File: src/rtl/mips_dbg_pkg.sv
// Shared types and constants for the MIPS debug state-dump engine.
package mips_dbg_pkg;

    typedef enum logic [2:0] {
        ST_IDLE,
        ST_DRAIN,
        ST_HDR,
        ST_LOAD,
        ST_SEND,
        ST_CSUM,
        ST_DONE
    } dbg_state_e;

    localparam logic [7:0]  DBG_HDR  = 8'hA5;
    localparam int unsigned NUM_REGS = 32;
    localparam int unsigned DM_AW    = 10;
    // Word index spans 32 registers plus up to 1024 dmem words.
    localparam int unsigned IDX_W    = 11;

endpackage

File: src/rtl/dbg_word_serializer.sv
// Splits a loaded 32-bit word into four big-endian bytes and keeps a running XOR checksum.
module dbg_word_serializer (
    input  logic        clk,
    input  logic        reset,
    input  logic        csum_clr,
    input  logic        load,
    input  logic [31:0] load_data,
    input  logic        byte_ready,
    output logic        byte_valid,
    output logic [7:0]  next_byte,
    output logic        last_byte,
    output logic [7:0]  next_csum
);

    logic [31:0] sreg_q, sreg_d;
    logic [1:0]  cnt_q, cnt_d;
    logic        full_q, full_d;
    logic [7:0]  csum_q, csum_d;

    always_comb begin
        sreg_d = sreg_q;
        cnt_d  = cnt_q;
        full_d = full_q;
        csum_d = csum_q;
        if (csum_clr) begin
            csum_d = '0;
        end
        if (load) begin
            sreg_d = load_data;
            cnt_d  = '0;
            full_d = 1'b1;
        end else if (full_q && byte_ready) begin
            csum_d = csum_q ^ sreg_q[31:24];
            sreg_d = {sreg_q[23:0], 8'h00};
            cnt_d  = cnt_q + 2'd1;
            if (cnt_q == 2'd3) begin
                full_d = 1'b0;
            end
        end
    end

    always_ff @(posedge clk) begin
        if (reset) begin
            sreg_q <= '0;
            cnt_q  <= '0;
            full_q <= 1'b0;
            csum_q <= '0;
        end else begin
            sreg_q <= sreg_d;
            cnt_q  <= cnt_d;
            full_q <= full_d;
            csum_q <= csum_d;
        end
    end

    // Next-state views let the owner register tx_data without an extra cycle.
    assign byte_valid = full_q;
    assign next_byte  = sreg_d[31:24];
    assign last_byte  = (cnt_q == 2'd3);
    assign next_csum  = csum_d;

endmodule

File: src/rtl/mips_state_dump.sv
// Freezes the core, reads register file plus a dmem window, and streams a framed byte dump.
module mips_state_dump
    import mips_dbg_pkg::*;
#(
    parameter int unsigned DM_BASE     = 0,
    parameter int unsigned DM_WORDS    = 8,
    parameter int unsigned HALT_CYCLES = 4
) (
    input  logic        clk,
    input  logic        reset,
    input  logic        start,
    output logic        busy,
    output logic        done,
    output logic        cpu_halt,
    output logic [4:0]  rf_raddr,
    input  logic [31:0] rf_rdata,
    output logic [9:0]  dm_raddr,
    input  logic [31:0] dm_rdata,
    output logic [7:0]  tx_data,
    output logic        tx_valid,
    input  logic        tx_ready
);

    localparam int unsigned DRAIN_W = (HALT_CYCLES > 1) ? $clog2(HALT_CYCLES) : 1;
    localparam logic [DRAIN_W-1:0] DRAIN_LAST = DRAIN_W'(HALT_CYCLES - 1);
    localparam logic [IDX_W-1:0]   IDX_REGS   = IDX_W'(NUM_REGS);
    localparam logic [IDX_W-1:0]   IDX_END    = IDX_W'(NUM_REGS + DM_WORDS);
    localparam logic [DM_AW-1:0]   DM_BASE_A  = DM_AW'(DM_BASE);
    localparam logic [DM_AW-1:0]   DM_REGS_A  = DM_AW'(NUM_REGS);

    dbg_state_e            state_q, state_d;
    logic [DRAIN_W-1:0]    drain_q, drain_d;
    logic [IDX_W-1:0]      idx_q, idx_d;
    logic                  busy_q, busy_d;
    logic                  done_q, done_d;
    logic                  halt_q, halt_d;
    logic                  tx_valid_q, tx_valid_d;
    logic [7:0]            tx_data_q, tx_data_d;

    logic                  tx_fire;
    logic                  ser_clr, ser_load, ser_ready, ser_valid, ser_last;
    logic [31:0]           ser_word;
    logic [7:0]            ser_next_byte, ser_next_csum;

    assign tx_fire   = tx_valid_q && tx_ready;
    assign ser_ready = (state_q == ST_SEND) && tx_ready;

    dbg_word_serializer u_ser (
        .clk        (clk),
        .reset      (reset),
        .csum_clr   (ser_clr),
        .load       (ser_load),
        .load_data  (ser_word),
        .byte_ready (ser_ready),
        .byte_valid (ser_valid),
        .next_byte  (ser_next_byte),
        .last_byte  (ser_last),
        .next_csum  (ser_next_csum)
    );

    always_comb begin
        state_d  = state_q;
        drain_d  = drain_q;
        idx_d    = idx_q;
        ser_clr  = 1'b0;
        ser_load = 1'b0;
        ser_word = '0;
        rf_raddr = '0;
        dm_raddr = '0;
        unique case (state_q)
            ST_IDLE: begin
                if (start) begin
                    drain_d = '0;
                    state_d = ST_DRAIN;
                end
            end
            ST_DRAIN: begin
                if (drain_q == DRAIN_LAST) begin
                    state_d = ST_HDR;
                end else begin
                    drain_d = drain_q + 1'b1;
                end
            end
            ST_HDR: begin
                if (tx_fire) begin
                    idx_d   = '0;
                    ser_clr = 1'b1;
                    state_d = ST_LOAD;
                end
            end
            ST_LOAD: begin
                ser_load = 1'b1;
                if (idx_q < IDX_REGS) begin
                    rf_raddr = idx_q[4:0];
                    ser_word = rf_rdata;
                end else begin
                    // (idx - 32) mod 1024 only needs the low address bits.
                    dm_raddr = DM_BASE_A + idx_q[DM_AW-1:0] - DM_REGS_A;
                    ser_word = dm_rdata;
                end
                state_d = ST_SEND;
            end
            ST_SEND: begin
                if (ser_valid && tx_fire && ser_last) begin
                    idx_d   = idx_q + 1'b1;
                    state_d = (idx_q + 1'b1 == IDX_END) ? ST_CSUM : ST_LOAD;
                end
            end
            ST_CSUM: begin
                if (tx_fire) begin
                    state_d = ST_DONE;
                end
            end
            ST_DONE: begin
                state_d = ST_IDLE;
            end
            default: begin
                state_d = ST_IDLE;
            end
        endcase

        busy_d     = (state_d != ST_IDLE);
        halt_d     = (state_d != ST_IDLE);
        done_d     = (state_d == ST_DONE);
        tx_valid_d = (state_d == ST_HDR) || (state_d == ST_SEND) || (state_d == ST_CSUM);
        unique case (state_d)
            ST_HDR:  tx_data_d = DBG_HDR;
            ST_SEND: tx_data_d = ser_next_byte;
            ST_CSUM: tx_data_d = ser_next_csum;
            default: tx_data_d = '0;
        endcase
    end

    always_ff @(posedge clk) begin
        if (reset) begin
            state_q    <= ST_IDLE;
            drain_q    <= '0;
            idx_q      <= '0;
            busy_q     <= 1'b0;
            done_q     <= 1'b0;
            halt_q     <= 1'b0;
            tx_valid_q <= 1'b0;
            tx_data_q  <= '0;
        end else begin
            state_q    <= state_d;
            drain_q    <= drain_d;
            idx_q      <= idx_d;
            busy_q     <= busy_d;
            done_q     <= done_d;
            halt_q     <= halt_d;
            tx_valid_q <= tx_valid_d;
            tx_data_q  <= tx_data_d;
        end
    end

    assign busy     = busy_q;
    assign done     = done_q;
    assign cpu_halt = halt_q;
    assign tx_valid = tx_valid_q;
    assign tx_data  = tx_data_q;

endmodule

File: config.mk
export PLATFORM = sky130hd
export DESIGN_NAME = mips_state_dump
export DESIGN_NICKNAME = d
export VERILOG_FILES = /design/src/rtl/mips_dbg_pkg.sv /design/src/rtl/dbg_word_serializer.sv /design/src/rtl/mips_state_dump.sv
export SDC_FILE = /design/constraint.sdc
export NUM_CORES = 1
export LEC_CHECK = 0
export ABC_AREA = 0
export BUFFER_PORTS_ARGS = -buffer_cell sky130_fd_sc_hd__buf_2
export CORE_ASPECT_RATIO = 1.1
export CORE_MARGIN = 3
export CORE_UTILIZATION = 35
export DETAILED_ROUTE_END_ITERATION = 10
export PLACE_DENSITY = 0.56
export SETUP_SLACK_MARGIN = 0.2
export SLEW_MARGIN = 20
export SYNTH_ARGS = -nofsm -noshare
export SYNTH_HDL_FRONTEND = slang
export SYNTH_HIERARCHICAL = 1
export SYNTH_SLANG_ARGS = --single-unit
File: constraint.sdc
create_clock -name clk -period 3.54 [get_ports clk]
set_input_delay 0 -clock clk [delete_from_list [all_inputs] [get_ports clk]]
set_output_delay 0 -clock clk [all_outputs]
set_load 0.005 [all_outputs]
==> summary.md <==
| Metric | Value |
|---|---|
| Status | `finished clean` |
| Total of max-cap violations | `0` |
| Setup CP Type | `flip-flop to flip-flop` |
| Worst-Skew Late Latency | `320 ps` |
| Final hold slack | `29.47 ps` |
| DRC | `0` |
| Num CTS Buffers | `9` |
| Dominant synthesized flop cell | `dfxtp_1` |
| Post-CTS Setup Bufs | `0` |
| Hold Path Class | `input pin to flip-flop` |
| Port Buf Inserts | `94` |
| Worst-margin pin slew | `629.8 ps` |
| Crit-path max FO | `33` |
| Leak Pwr | `2.076 nW` |
| Sink Count | `70` |
| Chip Height | `118.9 um` |
| R2r startpoint | `state_q[2]` |
| Vias in the first global route | `3,838` |
| Clk_skew | `2.940 ps` |
| Wire length per cell | `14.42 um` |
| Fill count | `1,165` |
| Worst Hold Launch | `rf_rdata[0]` |
| Starting Density | `0.3651` |
| Min Tclk post-route | `2575 ps` |
| Global route overflow | `0` |
| P per Cell Area | `398.1 nW/um^2` |
| Final max-slew violation count | `0` |
| # diodes | `0` |
| Row count | `40` |
| CP max stage delay | `460 ps` |
| Die W | `108.6 um` |
| Startpoint types | `flip-flop` |
| Routed wire length | `10.90 mm` |
| Hold-critical path depth | `5` |
| CP Launch Point | `state_q[2]` |
| Initial drt markers | `232` |
| EDFF count, synth | `0` |
| Fmax | `388.3 MHz` |
| Post-CTS Resized | `0` |
| Routed vias/inst | `5.369` |
| Hpwl dp | `7.839 mm` |
| Worst vdd ir | `0.0002637 V` |
| Largest net degree at the start of global routing | `42` |
| Yosys cell types | `50` |
| Placed cells | `740` |
| Post-Syn Nets | `613` |
| Max Root-Sink Buffers | `2` |
| Highest-delay cell along the critical path | `dfxtp_1` |
| DR vias | `4,059` |
| Slew headroom | `0.5801` |
| # IOs | `95` |
| ANT nets after route | `0` |
| Register area share after synthesis | `0.3455` |
| Synth async-reset ratio | `0` |
| Antenna violations before repair | `0` |
| CTS tree | `yes` |
| WP data required | `3750 ps` |
| Core box area | `11,110 sq um` |
| Crit path capture type | `flip-flop` |
| Layout Cells excl Fill | `756` |
| CTS Hold Bufs | `0` |
| Setup TNS | `0 ps` |
| First-pass GRT wire length | `18.51 mm` |
| Nets | `677` |
| RSZ-0062 raised after global routing | `false` |
| Synth Register Bits | `70` |
| H-tree lvl count | `3` |
| Total GRT Usage | `0.1746` |
| Die Area | `12,920 sq um` |
| Synth warn | `6` |
| Post-Syn Area | `4056 sq um` |
| Mapped Cells | `540` |
| Final Power | `0.001942 W` |
| Reg2Reg Setup Slack | `960 ps` |
| Hold Fails Final Rpt | `0` |
| Final Cycle Share | `0.7275` |
| RD Place Congestion | `0.8619` |
| Drt first pass iters | `4` |
| Reg2reg path depth | `8` |
| Synthesis-to-finish area growth | `20.23%` |
| CTS root buf | `clkbuf_16` |
| CP cell instances | `nor2b_1, nand2_1, buf_4, inv_1, and3b_4, or2_1, a31oi_1, a221o_1` |
| Fraction of layout cells with a size suffix above 1 | `0.2299` |
| CP Data Arrival Time | `2790 ps` |
| Clock transition at the registers of the reported paths | `60 ps` |
| Syn_area_per_cell | `7.512 sq um` |
| Setup Viol. Count Final | `0` |
flip-flops by register name (all words and copies together) (netlist names), 2 cells and up:
name          flops
u_ser/cnt_q       2
drain_q           2
u_ser/sreg_q     32
idx_q            11
tx_data           8
u_ser/csum_q      8
state_q           3
synth_stat cells, types with 2 or more instances:
master,instances,share of area
nand2_1,101,0.093
a21oi_1,72,0.089
dfxtp_1,70,0.35
nor2_1,53,0.049
clkbuf_1,29,0.027
nand3_1,28,0.035
a311oi_1,20,0.043
a211oi_1,12,0.022
a31oi_1,12,0.019
and3_1,11,0.017
buf_4,11,0.020
mux2i_1,11,0.027
nor3_1,11,0.014
nand2b_1,8,0.012
o21ai_0,8,0.0099
buf_2,7,0.0086
buf_6,5,0.014
ha_1,5,0.015
inv_1,5,0.0046
a221o_1,4,0.0099
a22o_1,4,0.0086
nand4_1,4,0.0062
nor2b_1,4,0.0062
or2b_1,4,0.0074
xnor2_1,4,0.0086
a311oi_2,3,0.011
and3_2,3,0.0056
or3_1,3,0.0046
a22oi_1,2,0.0037
and2_2,2,0.0037
and4b_1,2,0.0049
nand3b_1,2,0.0037
nor4_2,2,0.0062
xor2_1,2,0.0043
per-stage QoR:
stage               worst slack [ps]    util  area, sq um
floorplan                       1322       -         4056
global placement                1039  0.4069         4521
detailed placement             983.3  0.4069         4521
CTS                            956.8  0.4390         4877
global route                   705.8  0.4390         4877
finish                         964.6  0.4390         4877
cell families after synthesis:
kind of cell,count (synthesis),share of synthesized area
AND/OR/NAND/NOR,246,0.2853
AO/OA/AOI/OAI,143,0.2375
multiplexers,11,0.02714
buffers and inverters,59,0.07618
XOR/XNOR,6,0.01295
adder cells (fa/ha/maj),5,0.01542
flip-flops,70,0.3455
worst max-delay path: cells and delay by family (launching register included):
kind | cells | cell delay (ps)
DFF | 1 | 460
buffers and inverters | 2 | 390
AOI/OAI and AO/OA | 2 | 500
and+or+nand+nor | 4 | 1100
worst paths after layout:
path	endpoint
min reg2reg	drain_q[1]
max	tx_data[0]
max reg2reg	tx_data[0]
min	u_ser/sreg_q[0]
layer usage:
| metal | global-route usage | share of wire | vias up |
|---|---|---|---|
| met3 | 0.02818 | 0.056 | 11 |
| met1 | 0.2464 | 0.46 | 1888 |
| met4 | 0.04815 | 0.010 | 0 |
| met2 | 0.2743 | 0.47 | 109 |
| met5 | 0 | 0 | - |
| li1 | - | - | 2051 |
placed cells by master (no fill, tap or decap), types with 3 or more instances in the layout:
| cell type | Yosys | routed |
|---|---|---|
| nand2_1 | 101 | 101 |
| buf_2 | 7 | 94 |
| a21oi_1 | 72 | 72 |
| dfxtp_1 | 70 | 70 |
| nor2_1 | 53 | 53 |
| nand3_1 | 28 | 28 |
| a311oi_1 | 20 | 20 |
| a31oi_1 | 12 | 12 |
| a211oi_1 | 12 | 12 |
| buf_4 | 11 | 12 |
| and3_1 | 11 | 11 |
| nor3_1 | 11 | 11 |
| mux2i_1 | 11 | 11 |
| clkbuf_16 | 0 | 9 |
| nand2b_1 | 8 | 8 |
| o21ai_0 | 8 | 8 |
| inv_1 | 5 | 5 |
| ha_1 | 5 | 5 |
| nor2b_1 | 4 | 4 |
| xnor2_1 | 4 | 4 |
| nand4_1 | 4 | 4 |
| a221o_1 | 4 | 4 |
| a22o_1 | 4 | 4 |
| or2b_1 | 4 | 4 |
| and3_2 | 3 | 3 |
| or3_1 | 3 | 3 |
| bufinv_16 | 0 | 3 |
| a311oi_2 | 3 | 3 |
report_power, final:
group	total, W	internal, W	switching, W
Clock	0.00106	0.000728	0.000335
Combinational	0.0000808	0.0000402	0.0000407
Sequential	0.000798	0.000792	0.00000587
cell type report:
type	instances	area, sq um	share of cell area
multi-input combinational	411	2352	0.4823
sequential	70	1401	0.2873
timing repair buffer	106	560.5	0.1149
clock buffer	11	252.7	0.05182
tap	147	183.9	0.03771
clock inverter	5	103.9	0.02129
inverter	6	22.52	0.004618
No activity file was read; power rests on OpenSTA's default activity.
